--- src/rtl/serial_code_pkg.sv ---
// Shared types and constants for the serial code-tree decoder: FSM states,
// 7-segment glyphs in g,f,e,d,c,b,a order, and the code-tree lookup table.
package serial_code_pkg;

  typedef enum logic [1:0] {
    ST_IDLE    = 2'd0,
    ST_COLLECT = 2'd1,
    ST_OVF     = 2'd2
  } state_e;

  // Segment bit positions inside one 7-bit digit; 1 = segment lit.
  localparam int SEG_BIT_A = 0;
  localparam int SEG_BIT_B = 1;
  localparam int SEG_BIT_C = 2;
  localparam int SEG_BIT_D = 3;
  localparam int SEG_BIT_E = 4;
  localparam int SEG_BIT_F = 5;
  localparam int SEG_BIT_G = 6;

  function automatic logic [6:0] seg7(input logic a, input logic b, input logic c,
                                      input logic d, input logic e, input logic f,
                                      input logic g);
    logic [6:0] s;
    s            = '0;
    s[SEG_BIT_A] = a;
    s[SEG_BIT_B] = b;
    s[SEG_BIT_C] = c;
    s[SEG_BIT_D] = d;
    s[SEG_BIT_E] = e;
    s[SEG_BIT_F] = f;
    s[SEG_BIT_G] = g;
    return s;
  endfunction

  //                                     a     b     c     d     e     f     g
  localparam logic [6:0] SEG_BLANK = seg7(1'b0, 1'b0, 1'b0, 1'b0, 1'b0, 1'b0, 1'b0);
  localparam logic [6:0] SEG_ERR   = seg7(1'b0, 1'b0, 1'b0, 1'b0, 1'b0, 1'b0, 1'b1);
  localparam logic [6:0] SEG_A     = seg7(1'b1, 1'b1, 1'b1, 1'b0, 1'b1, 1'b1, 1'b1);
  localparam logic [6:0] SEG_B     = seg7(1'b0, 1'b0, 1'b1, 1'b1, 1'b1, 1'b1, 1'b1);
  localparam logic [6:0] SEG_C     = seg7(1'b1, 1'b0, 1'b0, 1'b1, 1'b1, 1'b1, 1'b0);
  localparam logic [6:0] SEG_D     = seg7(1'b0, 1'b1, 1'b1, 1'b1, 1'b1, 1'b0, 1'b1);
  localparam logic [6:0] SEG_E     = seg7(1'b1, 1'b0, 1'b0, 1'b1, 1'b1, 1'b1, 1'b1);
  localparam logic [6:0] SEG_F     = seg7(1'b1, 1'b0, 1'b0, 1'b0, 1'b1, 1'b1, 1'b1);
  localparam logic [6:0] SEG_US    = seg7(1'b0, 1'b0, 1'b0, 1'b1, 1'b0, 1'b0, 1'b0);

  // One leaf of the code tree: code is right-aligned, first received bit is its MSB.
  typedef struct packed {
    logic [2:0] len;
    logic [3:0] code;
    logic [6:0] glyph;
  } tree_entry_t;

  localparam int TREE_ENTRIES = 7;

  localparam tree_entry_t TREE_TABLE [TREE_ENTRIES] = '{
    '{len: 3'd2, code: 4'b0000, glyph: SEG_A},
    '{len: 3'd2, code: 4'b0001, glyph: SEG_B},
    '{len: 3'd3, code: 4'b0100, glyph: SEG_C},
    '{len: 3'd3, code: 4'b0101, glyph: SEG_D},
    '{len: 3'd3, code: 4'b0110, glyph: SEG_E},
    '{len: 3'd4, code: 4'b1110, glyph: SEG_F},
    '{len: 3'd4, code: 4'b1111, glyph: SEG_US}
  };

endpackage

--- src/rtl/serial_code_display_code_to_seg.sv ---
// Combinational code-tree lookup: maps an accumulated (len, code) symbol to a
// 7-segment glyph, flagging overflowed or unknown symbols as invalid.
module code_to_seg
  import serial_code_pkg::*;
#(
  parameter  int MAX_LEN = 4,
  localparam int LW      = $clog2(MAX_LEN + 1)
) (
  input  logic [LW-1:0]      len_i,
  input  logic [MAX_LEN-1:0] code_i,
  input  logic               ovf_i,
  output logic [6:0]         glyph_o,
  output logic               invalid_o
);

  // Wide enough for both the accumulator and the 4-bit table codes.
  localparam int CW = (MAX_LEN > 4) ? MAX_LEN : 4;

  logic [CW-1:0] code_w;
  logic [31:0]   len_w;

  assign code_w = CW'(code_i);
  assign len_w  = 32'(len_i);

  // NOTE: every output gets a default before any branch so no latch is inferred.
  always_comb begin
    glyph_o   = SEG_ERR;
    invalid_o = 1'b1;
    if (!ovf_i) begin
      if (len_w == 32'd0) begin
        glyph_o   = SEG_BLANK;
        invalid_o = 1'b0;
      end else begin
        for (int k = 0; k < TREE_ENTRIES; k++) begin
          if (len_w == 32'(TREE_TABLE[k].len) && code_w == CW'(TREE_TABLE[k].code)) begin
            glyph_o   = TREE_TABLE[k].glyph;
            invalid_o = 1'b0;
          end
        end
      end
    end
  end

endmodule

--- src/rtl/serial_code_display.sv ---
// Serial MSB-first code-tree decoder feeding a DIGITS-wide 7-segment display
// shift register; newest digit sits in Q[6:0].
module serial_code_display
  import serial_code_pkg::*;
#(
  parameter int MAX_LEN = 4,
  parameter int DIGITS  = 4
) (
  input  logic                  Clk,
  input  logic                  Resetn,
  input  logic                  Valid,
  input  logic                  I,
  input  logic                  Eos,
  output logic [7*DIGITS-1:0]   Q,
  output logic                  Done,
  output logic                  Err
);

  localparam int LW = $clog2(MAX_LEN + 1);
  localparam int QW = 7 * DIGITS;

  state_e               state_q, state_d;
  logic [LW-1:0]        len_q, len_d;
  logic [MAX_LEN-1:0]   code_q, code_d;
  logic [QW-1:0]        q_q, q_d;
  logic                 done_q, done_d;
  logic                 err_q, err_d;

  // Symbol after applying this edge's bit, if any; this is what Eos commits.
  state_e               acc_state;
  logic [LW-1:0]        acc_len;
  logic [MAX_LEN-1:0]   acc_code;

  logic [6:0]           glyph;
  logic                 invalid;

  always_comb begin
    acc_state = state_q;
    acc_len   = len_q;
    acc_code  = code_q;
    if (Valid) begin
      unique case (state_q)
        ST_IDLE, ST_COLLECT: begin
          if (len_q < LW'(MAX_LEN)) begin
            acc_code  = MAX_LEN'({code_q, I});
            acc_len   = len_q + LW'(1);
            acc_state = ST_COLLECT;
          end else begin
            acc_state = ST_OVF;
          end
        end
        default: acc_state = ST_OVF;
      endcase
    end
  end

  code_to_seg #(
    .MAX_LEN (MAX_LEN)
  ) u_code_to_seg (
    .len_i     (acc_len),
    .code_i    (acc_code),
    .ovf_i     (acc_state == ST_OVF),
    .glyph_o   (glyph),
    .invalid_o (invalid)
  );

  always_comb begin
    state_d = acc_state;
    len_d   = acc_len;
    code_d  = acc_code;
    q_d     = q_q;
    done_d  = 1'b0;
    err_d   = 1'b0;
    if (Eos) begin
      // Shifting by a whole digit also covers DIGITS == 1 without a negative slice.
      q_d     = (q_q << 7) | QW'(glyph);
      done_d  = 1'b1;
      err_d   = invalid;
      state_d = ST_IDLE;
      len_d   = '0;
      code_d  = '0;
    end
  end

  // NOTE: the display register is only DIGITS*7 flops, so it is reset like any
  // other state to guarantee a blank display after power-up.
  always_ff @(posedge Clk or negedge Resetn) begin
    if (!Resetn) begin
      state_q <= ST_IDLE;
      len_q   <= '0;
      code_q  <= '0;
      q_q     <= '0;
      done_q  <= 1'b0;
      err_q   <= 1'b0;
    end else begin
      // NOTE: non-blocking assignments so every register samples pre-edge values.
      state_q <= state_d;
      len_q   <= len_d;
      code_q  <= code_d;
      q_q     <= q_d;
      done_q  <= done_d;
      err_q   <= err_d;
    end
  end

  assign Q    = q_q;
  assign Done = done_q;
  assign Err  = err_q;

endmodule
--- config.mk ---
export PLATFORM = sky130hd
export DESIGN_NAME = serial_code_display
export DESIGN_NICKNAME = d
export VERILOG_FILES = /design/src/rtl/serial_code_pkg.sv /design/src/rtl/serial_code_display_code_to_seg.sv /design/src/rtl/serial_code_display.sv
export SDC_FILE = /design/constraint.sdc
export NUM_CORES = 1
export LEC_CHECK = 0
export ABC_AREA = 1
export CORE_MARGIN = 5
export CORE_UTILIZATION = 50
export DETAILED_ROUTE_END_ITERATION = 16
export DONT_BUFFER_PORTS = 1
export SLEW_MARGIN = 40
export SYNTH_ARGS = -nofsm -noshare
export SYNTH_HDL_FRONTEND = slang
export SYNTH_SLANG_ARGS = --single-unit
--- constraint.sdc ---
create_clock -name Clk -period 4.3 [get_ports Clk]
set_input_delay 0.86 -clock Clk [delete_from_list [all_inputs] [get_ports Clk]]
set_output_delay 0.86 -clock Clk [all_outputs]
set_load 0.05 [all_outputs]
==> out/results.ini <==
[status]
status=completed

[critical_path]
cp.required_ns=3.44
reg2reg_depth=11
endpoint_kind=output port
crit_type=reg -> out
worstSetupPathDepth=0
crit_fanout=3
critPathArrivalTime_ns=1.03
regToRegSetupSlack_ns=2.56
r2r-end=Err
r2r_start=len_q[2]
cp-start-kind=flip-flop

[clocking]
htreeDepth=2
numCtsBuffers=5
clk_latency_ns=0.34
cts_resized=0
cts_tree=built
clockBufferDepth=2
post_cts_buffers=0
clock-root-buffer=clkbuf_4
cts_hold_buf=0
clock-sinks=39
clk_pin_slew_ns=0.11

[cells_and_area]
drive_above_1_share=0.1261
fill_cells=340
post-route-util=0.5498
area_growth_pct=3.589
nNetsFinal=227
layoutNonFillerInstCount=268
num_antenna_cells=0

[synthesis]
ys_top_cells_by_area=dfrtp_1 54%, nand2_1 16%, nand2_2 4.5%
synth_common_cells=79 x nand2_1, 39 x dfrtp_1, 20 x inv_1, 18 x nor2_1
yosysMostFrequentCell=nand2_1
synth_nets=228
syn_area_um2=1813
netlist_instances=222
synth_warnings=0
synth_edf_count=0
yosysSeqAreaShare=0.5383
synth_ff_type=dfrtp_1
async_reset_ff_frac=1.000
synth_top_area_share=0.5383
ys_ff_latch=39
syn_area_per_cell_um2=8.167
synth_cell_types=22
synth_top_area_cell=dfrtp_1

[global_routing]
grt_overflow_total=0
grt_pass1_vias=1441
grt_pass1_wl_um=6396
grt_max_degree=40
grt.total_usage=0.1611
antenna_found_initial=0

[pwr]
power_density_nw_per_um2=377.9
finalPower_uw=709.7
p_leak_nw=0.9964
max-vdd-ir-drop_mv=0.1696

[placed_design]
post-place-ws_ns=2.249
dpl.cell_count=260
io_buffers=0
hpwl_um=2501
gp_congestion=0.7351

[sta]
maxSlewViolCount=0
setup_violations=0
timing.fmax_ghz=0.5278
rsz0062_at_grt=false
relSlewSlack=0.5254
final_hold_viol_count=0
period_needed_ns=1.895
min_period_over_period=0.4406
finalClockSkew_ns=0.002711
fin_ws_ns=2.405
finalSetupTns_ns=0
worstMarginPinSlew_ns=0.7076

[floorplan]
rows=21
die_h_um=70.22
die_x_um=70.22
io_pins=35
die_area_um2=4930
start_util=0.5308
core_area_um2=3416

[routing]
dr.first_iter.drc_count=95
final_antenna_net_count=0
vias=1371
wl_per_cell_um=13.30
wl_um=3564
avgViaCountPerCell=5.116
remaining_drc_errors=0
first_pass_iters=4

[flow_run]
maxCapViolCount=0

[hold_path]
hold_class=in -> async

layout make-up:
| type | instances | area, um^2 | share of cell area |
|---|---|---|---|
| tap | 46 | 57.56 | 0.03065 |
| multi-input combinational | 154 | 715.7 | 0.3811 |
| sequential | 39 | 975.9 | 0.5197 |
| clock buffer | 7 | 45.04 | 0.02398 |
| clock inverter | 1 | 5.005 | 0.002665 |
| inverter | 21 | 78.83 | 0.04197 |
state kept, by name, summed over array words and instances (netlist names):
signal,cells
Q,28
code_q,4
len_q,3
state_q,2
Done,1
Err,1
cell families (layout without fill, tap and decap cells):
group / count (synthesis) / count (layout) / synth area share
compound gates: 20 / 20 / 0.05867
simple gates: 133 / 133 / 0.3292
buf+inv: 29 / 29 / 0.06693
fa+ha+maj: 1 / 1 / 0.006900
flops: 39 / 39 / 0.5383
power breakdown:
group,total (mW),switching (mW),internal [mW]
logic,0.0714,0.0455,0.0258
clock network,0.178,0.114,0.0638
registers,0.460,0.0738,0.387
total,0.710,0.234,0.476
metal layers:
layer  up-vias  track usage  part of all wire
met1       643       0.2070              0.45
met2        41       0.2487              0.45
li1        681            -                 -
met5         -            0                 0
met4         0      0.05106             0.014
met3         6      0.06456             0.087
stage by stage:
stage	hold slack (ns)	instance area, um^2
finish	0.1960	1878
global route	0.1539	1878
CTS	0.1802	1878
detailed placement	0.5656	1828
global placement	0.5629	1828
floorplan	0.5330	1813
how the worst max path moves through the flow:
stage,from,to,slack (ns)
after floorplan,Valid,Q[5],2.47
after global placement,Eos,Q[5],2.27
after detailed placement,Eos,Q[5],2.25
after CTS,Q[9],Q[9],2.38
after global routing,Eos,Q[5],2.21
final,Q[9],Q[9],2.41
placed cells by master (no fill, tap or decap):
master    count
clkbuf_1      2
nand2_2      13
o21ai_0      14
nand3_2       1
nand3_1      14
nand2_4       1
nor2_4        2
nor2_2        2
clkinv_1      1
nor2_1       18
and3_4        1
a21oi_2       1
nand3b_1      1
nand4_1       1
inv_2         1
dfrtp_1      39
clkbuf_4      5
inv_1        19
ha_1          1
a21oi_1       4
o21bai_1      1
nand2_1      79
clkinv_2      1
No activity file was read; power rests on OpenSTA's default activity.
